[src/rtl/instr_mem_ctrl.sv]
// Instruction memory with program-load port and valid/ready fetch path.
// Optional bounds check on upper pc bits: define IMEM_BOUNDS_CHK_EN.
module instr_mem_ctrl #(
  parameter  int N     = 32,
  parameter  int DEPTH = 64,
  localparam int AW    = $clog2(DEPTH)
) (
  input  logic          clk,
  input  logic          rst,
  input  logic          ld_en,
  input  logic [AW-1:0] ld_addr,
  input  logic [N-1:0]  ld_data,
  input  logic          req_valid,
  output logic          req_ready,
  input  logic [N-1:0]  pc,
  output logic          rsp_valid,
  input  logic          rsp_ready,
  output logic [N-1:0]  instruction,
  output logic          fault
);

  typedef enum logic {
    IDLE = 1'b0,
    RESP = 1'b1
  } state_e;

  state_e           state_q, state_d;
  logic [N-1:0]     mem_q [DEPTH];
  logic [DEPTH-1:0] bitmap_q, bitmap_d;
  logic [N-1:0]     instr_q, instr_d;
  logic             fault_q, fault_d;

  logic [AW-1:0]    idx;
  logic             accept;
  logic             rd_fault;
  logic [N-1:0]     rd_word;
  logic             unused_pc;

  assign idx       = pc[AW+1:2];
  assign unused_pc = ^pc[1:0];

`ifdef IMEM_BOUNDS_CHK_EN
  assign rd_fault = |pc[N-1:AW+2];
`else
  logic unused_pc_hi;
  assign unused_pc_hi = ^pc[N-1:AW+2];
  assign rd_fault     = 1'b0;
`endif

  // Read word: unloaded or out-of-range words return a NOP of zeros
  always_comb begin
    rd_word = '0;
    if (!rd_fault && bitmap_q[idx]) begin
      rd_word = mem_q[idx];
    end
  end

  // Loads stall fetch acceptance; a held response stalls unless drained
  assign req_ready = !ld_en && (state_q == IDLE || rsp_ready);
  assign accept    = req_valid && req_ready;

  // Loaded bitmap update
  always_comb begin
    bitmap_d = bitmap_q;
    if (ld_en) begin
      bitmap_d[ld_addr] = 1'b1;
    end
  end

  // Next-state and response capture
  always_comb begin
    state_d = state_q;
    instr_d = instr_q;
    fault_d = fault_q;
    unique case (state_q)
      IDLE: begin
        if (accept) begin
          state_d = RESP;
          instr_d = rd_word;
          fault_d = rd_fault;
        end
      end
      RESP: begin
        if (accept) begin
          instr_d = rd_word;
          fault_d = rd_fault;
        end else if (rsp_ready) begin
          state_d = IDLE;
          instr_d = '0;
          fault_d = 1'b0;
        end
      end
      default: state_d = IDLE;
    endcase
  end

  // Word array is intentionally not reset; the bitmap masks stale data
  always_ff @(posedge clk) begin
    if (ld_en) begin
      mem_q[ld_addr] <= ld_data;
    end
  end

  // Control and response registers
  always_ff @(posedge clk or negedge rst) begin
    if (!rst) begin
      state_q  <= IDLE;
      bitmap_q <= '0;
      instr_q  <= '0;
      fault_q  <= 1'b0;
    end else begin
      state_q  <= state_d;
      bitmap_q <= bitmap_d;
      instr_q  <= instr_d;
      fault_q  <= fault_d;
    end
  end

  assign rsp_valid   = (state_q == RESP);
  assign instruction = instr_q;
  assign fault       = fault_q;

endmodule
[config.mk]
export PLATFORM = sky130hd
export DESIGN_NAME = instr_mem_ctrl
export DESIGN_NICKNAME = d
export VERILOG_FILES = /design/src/rtl/instr_mem_ctrl.sv
export SDC_FILE = /design/constraint.sdc
export NUM_CORES = 2
export LEC_CHECK = 0
export ABC_CLOCK_PERIOD_IN_PS = 2000
export CAP_MARGIN = 20
export CORE_MARGIN = 2
export CORE_UTILIZATION = 34
export DETAILED_ROUTE_END_ITERATION = 8
export DONT_BUFFER_PORTS = 1
export GPL_ROUTABILITY_DRIVEN = 0
export HOLD_SLACK_MARGIN = 0.05
export PLACE_DENSITY_LB_ADDON = 0.2
export SLEW_MARGIN = 5
export SYNTH_ARGS = -nofsm -noshare
export SYNTH_HDL_FRONTEND = slang
export SYNTH_SLANG_ARGS = --single-unit
[constraint.sdc]
create_clock -name clk -period 2 [get_ports clk]
set_clock_uncertainty 0.1 [all_clocks]
set_input_delay 0.4 -clock clk [delete_from_list [all_inputs] [get_ports clk]]
set_output_delay 0.4 -clock clk [all_outputs]
set_load 0.05 [all_outputs]
==> Word-level counts from Yosys, hierarchy flattened <==
Memories as Yosys holds them, arrays and structs flattened.
Index checks and enable logic that the tools add are counted.
{ "totals": {"regBits": 98, "ramBits": 2048, "out_inout_bits": 35, "elab_cells": 37, "n_memories": 1} }
{ "op_classes": {"n_lt_le_gt_ge": 3, "n_eq_ne": 2, "mux": 19, "bitwise_logic": 2, "reduce_logical": 6} }
{ "mem_list": {"columns": ["memory", "depth", "width", "read_ports", "rd_clocked_by_memory_dff", "write_ports", "line_no", "source"], "rows": [
  ["mem_q", 64, 32, 1, 0, 1, "28", "logic [N-1:0] mem_q [DEPTH];"]
]} }
{ "ops": {"columns": ["cell", "count"], "rows": [
  ["$mux W32", 4],
  ["$or A64 B64 Y64", 1],
  ["$pmux W32 S2", 1],
  ["$lt A6 B7 Y1 const B", 2],
  ["$mux W1", 10],
  ["$bmux W1 S6", 1],
  ["$demux W1 S6", 1],
  ["$ge A6 B1 Y1 const B", 1],
  ["$pmux W1 S2", 2],
  ["$logic_and A1 B1 Y1", 3],
  ["$ne A3 B2 Y1 const B", 1],
  ["$ne A2 B2 Y1 const B", 1],
  ["$reduce_and A2 Y1", 1],
  ["$logic_not A1 Y1", 1],
  ["$logic_or A1 B1 Y1", 1],
  ["$not A1 Y1", 1]
]} }

==> Longest topological paths before layout <==
{ "depth": {"depth_word": 6, "depth_mapped": 12, "depth_no_buf": 6} }

==> Worst setup path before layout <==
OpenSTA, ideal clock, no wires.
{ "synth_path": {"path_kind": "input -> register", "start": "input port ld_en", "end": "memory mem_q[62][0] (enable)", "setup_ns": 0.422, "arrival_ns": 2.591, "path_slack_ns": -1.113, "stages": 4, "cell_sequence": "clkbuf_1 -> nor2b_1 -> nand3_1 -> nor2_1"} }
{ "synth_between": {"elab_chain_len": 2} }
{ "synth_rtl": {"columns": ["item", "line_no", "source"], "rows": [
  ["start, declared", "10", "input logic ld_en,"],
  ["$mux W1", "99", "if (ld_en) begin"],
  ["$mux W1 (not written as such)", "100", "mem_q[ld_addr] <= ld_data;"],
  ["end, declared", "28", null]
]} }
Every way passes these cells.

==> Worst setup path after layout <==
{ "layout_path": {"start": "register bitmap_q[41]", "end": "register instr_q[22] (netlist: instruction[22])"} }
{ "layout_between": {"elab_chain_len": 5} }
{ "layout_rtl": {"columns": ["item", "line_no", "source"], "rows": [
  ["start, declared", "29", "logic [DEPTH-1:0] bitmap_q, bitmap_d;"],
  ["start signal, assigned", "113", "bitmap_q <= bitmap_d;"],
  ["$bmux W1 S6 *", "53", "if (!rd_fault && bitmap_q[idx]) begin"],
  ["$mux W1 (not written as such) *", "53", null],
  ["$mux W32 *", "53", null],
  ["$mux W32 (on tied branches)", "84, 77", null],
  ["$pmux W32 S2 *", "75", "unique case (state_q)"],
  ["end signal, assigned", "114", "instr_q <= instr_d;"],
  ["end, declared", "30", "logic [N-1:0] instr_q, instr_d;"]
]} }
Every way passes the cells marked *; elsewhere a longest branch is shown, timed or not. The select of a mux whose other input is x is not followed.
A chain may end at the register's enable or synchronous reset.

==> qor.yml <==
yosys:
  synth_ff_type: "edfxtp_1"
  synth_cell_type_count: 51
  synth.avg_cell_area_um2: 22.67
  syn_nets: 3722
  ys_seq_elements: 2145
  synthCells: 3647
  synth_enable_flop_cells: 2048
  synthesis.area_um2: 82690
  ys_seq_area_frac: 0.7731
  async_flop_share: 0.04522
  yosysWarnings: 0
timing:
  setup_violations: 36
  holdWs_ns: -0.8755
  hold_violations: 97
  period_needed_ns: 2.334
  timing.fmax_mhz: 428.5
  slew_viol_final: 0
  fin_crit_sh: 1.167
  slew_headroom: 0.3892
  max_slew.worst_pin.slew_ns: 0.9162
  grt_setup_unrepaired: "yes"
  layout_setup_ws_ns: -0.3335
  tns_ns: -9.219
cells_and_area:
  final_common_cell: "edfxtp_1"
  final_cell_mix: "2048 x edfxtp_1, 531 x mux4_2, 239 x clkbuf_16, 178 x mux2i_1, 159 x buf_4"
  nets: 4190
  layout-drive-gt1-share: 0.3385
  syn2layout_area_growth_pct: 20.63
pwr:
  power_density_nw_per_um2: 963.6
  peakVddDrop_mv: 1.003
  p_leak_uw: 0.03205
  sw_frac_of_total: 0.2170
  clkPwrFrac: 0.413
  p_int_uw: 75260
  p_seq_frac: 0.521
  power_frac_comb: 0.066
  p_sw_uw: 20860
clock_network:
  cts-buffers-inserted: 220
  cts.htree.levels: 4
  cts_tree: "done"
  clock_sinks: 2145
  clock_latency_ns: 0.88
  cts_hold_buf: 88
  ctsLongestPathBuffers: 3
  clk_pin_slew_worst_paths_ns: 0.06
  clock-root-buffer: "clkbuf_16"
critical_path:
  crit_family: "multiplexers"
  setup.worst_path.class: "reg -> reg"
  cp.arrival_ns: 2.98
  required_ns: 2.64
  max_stage_delay_ns: 0.45
  worst-path-buf-inv: 1
  crit_fanout: 5
  r2r_start: "bitmap_q[41]"
  crit_path_start_kind: "register"
  critPathCaptureType: "register"
  slowest_stage: "mux4_2"
  critPathLaunch: "bitmap_q[41]"
  path_cells: "mux4_2 > mux2_4 > and3_4 > nor3_4 > buf_12 > o21ba_4 > a22o_1"
floorplanning:
  rows: 181
  start_util: 0.3409
  die_x_um: 497.2
  die_h_um: 497.2
  die-area_um2: 247200
  fp.coreArea_um2: 242500
  ios: 110
placed_design:
  place_ws_ns: -0.9431
  hpwl_um: 122100
  portBuffers: 0
global_route:
  grt_pass1_vias: 40660
  grt.busiest_layer: "met2"
  antenna_found_initial: 13
  grt_max_degree: 493
  grt_first_pass_wirelength_um: 318800
  grtUsageMet2: 0.3018
  met3_usage: 0.02423
  overflow: 0
  grt_use_met1: 0.2500
  grt_use_total: 0.1810
route:
  viasPerCell: 5.286
  vias: 39660
  routed_wl_um: 231000
  drtPass1Iterations: 5
  wl_per_cell_um: 30.79
  drc: 0
  drt_iter0_markers: 3771
  antenna_left: 0
flow_run:
  maxCapViolCount: 0
run_status:
  violations: "hold timing, setup timing"
  status: "finished with violations"
min_path:
  hp-class: "in -> async"
## cell usage after synthesis (2+ instances only)
| cell type | count | area share |
|---|---|---|
| a21oi_1 | 40 | 0.0024 |
| a221oi_1 | 39 | 0.0041 |
| a311oi_1 | 8 | 0.00085 |
| nor2_1 | 92 | 0.0042 |
| o21ai_1 | 6 | 0.00036 |
| and2_1 | 14 | 0.0011 |
| a22oi_1 | 37 | 0.0034 |
| o21ai_0 | 4 | 0.00024 |
| dfrtp_1 | 97 | 0.029 |
| a211oi_1 | 5 | 0.00045 |
| clkbuf_1 | 57 | 0.0026 |
| nand3_1 | 28 | 0.0017 |
| or2_2 | 66 | 0.0050 |
| buf_6 | 25 | 0.0034 |
| nand4_1 | 9 | 0.00068 |
| a31oi_1 | 9 | 0.00068 |
| o22ai_1 | 16 | 0.0012 |
| mux4_1 | 5 | 0.0016 |
| nor3_1 | 3 | 0.00018 |
| or3_1 | 2 | 0.00015 |
| a32o_1 | 2 | 0.00024 |
| buf_1 | 4 | 0.00018 |
| nand2b_1 | 23 | 0.0017 |
| a221o_1 | 29 | 0.0035 |
| o31ai_1 | 3 | 0.00027 |
| a22o_1 | 3 | 0.00032 |
| o221ai_1 | 9 | 0.00095 |
| nor2b_1 | 18 | 0.0014 |
| mux2_2 | 24 | 0.0033 |
| mux4_2 | 530 | 0.14 |
| nand2_1 | 75 | 0.0034 |
| inv_1 | 8 | 0.00036 |
| mux2i_1 | 186 | 0.023 |
| buf_12 | 5 | 0.0012 |
| buf_2 | 62 | 0.0038 |
| edfxtp_1 | 2048 | 0.74 |
| buf_4 | 42 | 0.0038 |
## power groups by stage
stage | Combinational (µW) | Clock [µW] | Sequential [µW]
floorplan | 3150 | 0 | 51200
global placement | 4170 | 0 | 51000
detailed placement | 4170 | 0 | 51000
CTS | 5580 | 40600 | 50100
global route | 6680 | 42400 | 50100
finish | 6310 | 39700 | 50100
## cell families (layout without fill, tap and decap cells)
group	Yosys count	count (layout)	synth area share
AOI/OAI and AO/OA	216	216	0.01979
buffers and inverters	204	853	0.01536
DFF	2145	2145	0.7731
muxes	745	745	0.1717
other	1	6	0.00004535
and+or+nand+nor	336	336	0.01999
## path summary, 6_finish.rpt
path | cells past startpoint | slack, ns | end
worst max-delay path | 7 | -0.33 | instruction[22]
worst min-delay path | 0 | -0.88 | bitmap_q[41]
worst max register to register | 7 | -0.33 | instruction[22]
worst min register to register | 1 | 0.36 | bitmap_q[30]
max in group asynchronous | 0 | 2.38 | instruction[19]
min in group clk | 4 | 0.13 | mem_q[37][20]
## through the flow
step / instances / hold slack (ns) / util / area [µm²] / total power [µW]
global placement: 6959 / 0.01661 / 0.3710 / 89980 / 55150
floorplan: 3647 / 0.004409 / - / 83330 / 54340
CTS: 7471 / -0.9513 / 0.4082 / 99010 / 96270
detailed placement: 6959 / 0.01718 / 0.3710 / 89980 / 55170
global route: 7501 / -0.9270 / 0.4112 / 99740 / 99160
finish: 7503 / -0.8755 / 0.4112 / 99750 / 96110
## layer usage
layer  vias up  part of all wire
met3       294             0.045
li1      16430                 -
met5         -          0.000056
met1     21910              0.43
met4         2             0.023
met2      1024              0.50
## final cells by class
type	count	area, µm²
Sequential cell	2145	63940
Multi-Input combinational cell	1298	18440
Tap cell	3202	4006
Fill cell	20980	142800
Clock inverter	105	988.4
Antenna cell	5	12.51
Timing Repair Buffer	441	6397
Clock buffer	298	5923
Inverter	9	37.54
## worst register-to-register path: stages (launching register included)
cell     delay, ns
dfrtp_1       0.39
mux4_2        0.45
mux2_4        0.29
and3_4        0.18
nor3_4        0.24
buf_12        0.18
o21ba_4       0.19
a22o_1        0.18
## flip-flops by register name, summed over array words and instances, names as in the netlist
register	cells
rsp_valid	1
bitmap_q	64
instruction	32
mem_q	2048
## timing repair
item                                    in CTS  in global routing
gates cloned                                 2                 16
hold endpoints to repair                  2624                 97
gates resized for setup                    108                 27
buffers inserted                            21                  4
pin swaps                                    9                  6
endpoints found under the setup margin      66                 70
Note: power is estimated with default switching activity, not from simulation.
